### config.mk
export PLATFORM = sky130hd
export DESIGN_NAME = hamming_encode
export DESIGN_NICKNAME = d
export VERILOG_FILES = /design/src/rtl/hamming_encode.sv
export SDC_FILE = /design/constraint.sdc
export NUM_CORES = 1
export LEC_CHECK = 0
export BUFFER_PORTS_ARGS = -buffer_cell sky130_fd_sc_hd__clkbuf_2
export CORE_UTILIZATION = 55
export DETAILED_ROUTE_END_ITERATION = 8
export GPL_ROUTABILITY_DRIVEN = 0
export GPL_TIMING_DRIVEN = 0
export MAX_ROUTING_LAYER = met4
export PLACE_DENSITY = 0.8
export SYNTH_ARGS = -nofsm -noshare
export SYNTH_HDL_FRONTEND = slang
export SYNTH_SLANG_ARGS = --single-unit
### constraint.sdc
create_clock -name clk -period 2.7 [get_ports clk]
set_input_delay 0.27 -clock clk [delete_from_list [all_inputs] [get_ports clk]]
set_output_delay 0.27 -clock clk [all_outputs]
set_load 0.02 [all_outputs]
### src/rtl/hamming_encode.sv
// Streaming SEC Hamming encoder with a 2-entry output buffer and single-bit
// error injection, feeding the team's decode block.
module hamming_encode #(
   parameter int data_width     = 16,
   parameter int encoding_width = 21,
   parameter int pos_width      = 5
) (
   input  logic                      clk,
   input  logic                      rstb,
   input  logic [data_width-1:0]     raw_data,
   input  logic                      raw_valid,
   output logic                      raw_ready,
   input  logic                      inj_en,
   input  logic [pos_width-1:0]      inj_pos,
   output logic [encoding_width-1:0] encoded_data,
   output logic                      valid,
   input  logic                      ready,
   output logic [15:0]               word_count
);

   function automatic int calc_p(input int dw);
      int p;
      p = 0;
      while ((1 << p) < dw + p + 1) p++;
      return p;
   endfunction

   if (encoding_width != data_width + calc_p(data_width)) begin : g_bad_encoding_width
      $error("encoding_width %0d does not match data_width %0d", encoding_width, data_width);
   end
   if (pos_width != $clog2(encoding_width)) begin : g_bad_pos_width
      $error("pos_width %0d does not match encoding_width %0d", pos_width, encoding_width);
   end

   // Bits of the codeword covered by the parity bit at position 2^k.
   function automatic logic [encoding_width-1:0] parity_mask(input int k);
      logic [encoding_width-1:0] m;
      m = '0;
      for (int i = encoding_width - 1; i >= 0; i--)
         m = {m[encoding_width-2:0], (((i + 1) >> k) & 1) == 1};
      return m;
   endfunction

   function automatic logic [encoding_width-1:0] encode(input logic [data_width-1:0] d);
      logic [encoding_width-1:0] cw;
      logic [data_width-1:0]     dsh;
      logic                      par;
      cw  = '0;
      dsh = d;
      // Data fills non-power-of-two positions in ascending order.
      for (int i = 0; i < encoding_width; i++) begin
         if (((i + 1) & i) != 0) begin
            cw  = {dsh[0], cw[encoding_width-1:1]};
            dsh = dsh >> 1;
         end else begin
            cw  = {1'b0, cw[encoding_width-1:1]};
         end
      end
      for (int k = 0; (1 << k) <= encoding_width; k++) begin
         par = ^(cw & parity_mask(k));
         cw  = cw | ({{(encoding_width-1){1'b0}}, par} << ((1 << k) - 1));
      end
      return cw;
   endfunction

   logic [1:0]                cnt;
   logic [encoding_width-1:0] head;
   logic [encoding_width-1:0] tail;
   logic [encoding_width-1:0] inj_mask;
   logic [encoding_width-1:0] cw_in;
   logic                      push;
   logic                      pop;

   always_comb begin
      inj_mask = '0;
      for (int i = encoding_width - 1; i >= 0; i--)
         inj_mask = {inj_mask[encoding_width-2:0], inj_en && (int'(inj_pos) == i)};
   end

   assign cw_in        = encode(raw_data) ^ inj_mask;
   assign raw_ready    = (cnt < 2'd2);
   assign valid        = (cnt != 2'd0);
   assign encoded_data = head;
   assign push         = raw_valid && raw_ready;
   assign pop          = valid && ready;

   // Buffer head/count; a push alongside a pop can only happen at count 1.
   always_ff @(posedge clk or negedge rstb) begin
      if (!rstb) begin
         cnt        <= 2'd0;
         head       <= '0;
         word_count <= 16'd0;
      end else begin
         if (push) word_count <= word_count + 16'd1;
         case ({push, pop})
            2'b10: begin
               if (cnt == 2'd0) head <= cw_in;
               cnt <= cnt + 2'd1;
            end
            2'b01: begin
               head <= tail;
               cnt  <= cnt - 2'd1;
            end
            2'b11:   head <= cw_in;
            default: ;
         endcase
      end
   end

   always_ff @(posedge clk) begin
      if (push && !pop && cnt == 2'd1) tail <= cw_in;
   end

endmodule

==> out/results.env <==
RESULT_OF_THE_RUN='finished, final reports clean'
CLOCK_TREE_FROM_TRITONCTS='done'
ROUTED_WIRE_LENGTH_PER_INSTANCE_UM=15.6
WORSTMARGINPINSLEW_NS=1.02
WORST_SLEW_MARGIN_REL=0.320
CLK-INSERTION-DELAY-LATE_NS=0.34
FINAL_CORE_UTIL=0.682
SITE_ROWS=27
CELLLEAKAGEPOWER_nW=1.68
SYNTH_TOP_AREA_CELL='dfrtp_1'
TRITONCTS.NUM_BUFFERS=9
FMAX_GHz=0.404
DRC=0
CRITICAL_PATH_BUF_INV_COUNT=5
AREA_SHARE_OF_THE_LEADING_CELL_TYPE_IN_THE_SYNTHESIZED_NETLIST=0.312
SETUP_VIOL=0
CRITICALPATHCATEGORY='flop to flop'
DRT_ITER0_MARKERS=139
CTS.HTREE.LEVELS=3
MIN_PATH_TYPE='input port to async pin'
DRTPASS1ITERATIONS=4
POWER.IR.VDD_WORST_mV=0.444
LAYOUT_COMMON_CELLS='clkbuf_2 (65), dfrtp_1 (39), xnor2_1 (33)'
LAYOUT_MIN_CYCLE_TIME_NS=2.48
SYNTHESIS.INSTANCES=272
POST_SYNTH_NUM_CELL_TYPES=34
ROUTED_WL_MM=6.61
CTS.SINKS=60
DIE-AREA_UM2=5990
SYNTH-WARNING-COUNT=0
NUMBER_OF_FILL_CELLS=423
CP_DATA_ARRIVAL_TIME_NS=2.69
CLOCK_TREE.BUFFER_DEPTH=2
FINAL_NETS=378
SYNTH-SEQ-CELLS=60
CLOCK_TREE.ROOT_CELL='clkbuf_8'
WORSTPATHREQUIRED_NS=2.91
GRT_MAX_DEGREE=40
INITIAL_UTILIZATION=0.568
GRT_PASS1_WL_MM=10.9
DIEWIDTH_UM=77.4
GLOBALROUTE.TOTALOVERFLOW=0
TIMING.FINAL.HOLD_VIOLATIONS=0
PLACED_CELLS=408
SYNTH_AREA_PER_CELL_UM2=11.5
POST_SYNTH_MAIN_AREA_CONTRIBUTORS='dfrtp_1 (31%), edfxtp_1 (20%), xnor2_1 (9.2%), mux2i_1 (6.1%), xor2_1 (5.3%)'
MAXCAPVIOLATIONS=0
NON_FILLER_INSTANCES=424
GR-USAGE-ALL-LAYERS=0.253
REPORT.POWER.TOTAL_mW=3.56
CTS_HOLD_BUF=0
CRITICAL_PATH.CELL_CHAIN='inv_1 > ha_1 > inv_1 > nand2_1 > inv_1 > ha_1 > clkbuf_1 > buf_1 > mux2i_1 > o21ai_0'
CLK_PIN_SLEW_NS=0.07
DRIVE_ABOVE_1_SHARE=0.244
VERT_DIE_DIM_UM=77.4
CELLPOWERDENSITY_nW_PER_UM2=949
SYNTH.NET_COUNT=303
PLACEABLE_CORE_REGION_UM2=5510
SKEW_NS=0.00580
PLACEDINSTANCEAREA_UM2=3540
CTS_POST_SETUP_BUFFERS_INSERTED=0
AREA_GROWTH_PCT=20.0
TIMING.CRITICAL_PATH.SLOWEST_CELL_DELAY_NS=0.62
VIAS_IN_THE_FIRST_GLOBAL_ROUTE=2186
CRITICAL_PATH.MAX_FANOUT=10
WORST_PATH_MOST_REPEATED_CELL='inv_1'
GRT_SETUP_UNREPAIRED='no'
INITIAL_ANTENNA_VIOLATION_COUNT=0
PORT_BUFFERS=64
POST_ROUTE_SETUP_TNS_NS=0
POST-ROUTE-PERIOD-UTIL=0.917
HPWL_AFTER_DETAILED_PLACEMENT_MM=4.80
VIAS=2267
VIASPERCELL=5.35
PORTS_PLACED_ON_THE_BOUNDARY=65
LEADING_CELL_TYPE_IN_THE_LAYOUT_FILL_AND_TAPS_EXCLUDED='clkbuf_2'
CRITPATHCAPTURETYPE='flop'
SYNTHESIZED_AREA_UM2=3130
SLEW_VIOL_FINAL=0
CRIT_FAMILY='buffers and inverters'
FINAL_AREA_UM2=3750
WORST_SETUP_PATH_START_KIND='flop'
SEQ_AREA_FRAC_SYNTH=0.514
WORST_PATH_CELL_WITH_THE_LONGEST_STAGE_DELAY='buf_1'
ANTENNA_CELLS=0
DRTANTENNAVIOLNETS=0
## power breakdown
| group | total [mW] | switching (mW) | internal, mW |
|---|---|---|---|
| clock network | 0.838 | 0.370 | 0.468 |
| registers | 1.38 | 0.157 | 1.22 |
| logic | 1.34 | 0.830 | 0.515 |
## worst paths after layout
check / cells after the start / slack, ns / from / end
setup reg to reg: 10 / 0.22 / cnt[1]$_DFFE_PN0P_ / encoded_data[5]$_DFFE_PN0P_
min in group clk: 2 / 0.29 / raw_data[12] / tail[17]$_DFFE_PP_
max in group asynchronous: 1 / 2.02 / rstb / word_count[15]$_DFFE_PN0P_
hold / removal: 1 / 0.08 / rstb / cnt[1]$_DFFE_PN0P_
setup / recovery: 10 / 0.22 / cnt[1]$_DFFE_PN0P_ / encoded_data[5]$_DFFE_PN0P_
hold reg to reg: 2 / 0.48 / encoded_data[4]$_DFFE_PN0P_ / encoded_data[4]$_DFFE_PN0P_
## state kept, by name (all words and copies together), names as in the netlist
name          count
cnt               2
tail             21
word_count       16
encoded_data     21
## synth_stat cells
library cell	n
a211oi_1	2
a21oi_1	3
and2_1	2
and4_1	1
and4bb_2	1
buf_1	2
clkbuf_1	7
dfrtp_1	39
edfxtp_1	21
ha_1	5
inv_1	8
mux2_2	2
mux2i_1	19
nand2_1	28
nand2b_1	3
nand3_1	5
nand3b_1	1
nand4_1	6
nand4b_1	2
nand4bb_1	2
nor2_1	23
nor2b_1	1
nor3_1	1
nor3_2	1
nor3b_1	2
nor4_1	1
nor4b_1	1
o21ai_0	21
o31a_1	1
or2_1	1
or4b_4	1
xnor2_1	33
xnor3_1	7
xor2_1	19
## metrics by stage
stage          setup slack, ns  hold slack [ns]
2_1_floorplan            0.469          -0.0256
3_3_place_gp             0.323            0.456
3_5_place_dp             0.221            0.469
4_1_cts                  0.195            0.100
5_1_grt                 0.0247            0.163
6_report                 0.224           0.0802
## cells by family (layout without fill, tap and decap cells)
| logic type | count (synthesis) | count (layout) | synth area share |
|---|---|---|---|
| simple gates | 83 | 83 | 0.136 |
| flops | 60 | 60 | 0.514 |
| fa+ha+maj | 5 | 5 | 0.0200 |
| compound gates | 27 | 27 | 0.0460 |
| buf+inv | 17 | 97 | 0.0204 |
| mux | 21 | 21 | 0.0680 |
| xor+xnor | 59 | 59 | 0.196 |
## repair_timing
action | in CTS | in global routing
gates resized for setup | 0 | 1
endpoints found under the hold margin | 0 | 0
endpoints found under the setup margin | 0 | 1
## layer usage
layer,vias up,track usage,share of wire
li1,1086,-,-
met1,1102,0.323,0.44
met2,70,0.383,0.50
met3,9,0.0624,0.046
met4,0,0.111,0.015
met5,-,-,0
## layout make-up
type / instances / area [um^2] / share of cell area
flip-flops and latches: 60 / 1610 / 0.428
multi-input cells: 195 / 1460 / 0.388
repair buffers: 64 / 320 / 0.0853
clock buffers: 12 / 188 / 0.0500
well taps: 72 / 90.1 / 0.0240
plain buffers: 9 / 35.0 / 0.00933
inverters: 8 / 30.0 / 0.00800
clock inverters: 4 / 26.3 / 0.00700
Power figures use the tool's default switching activity.
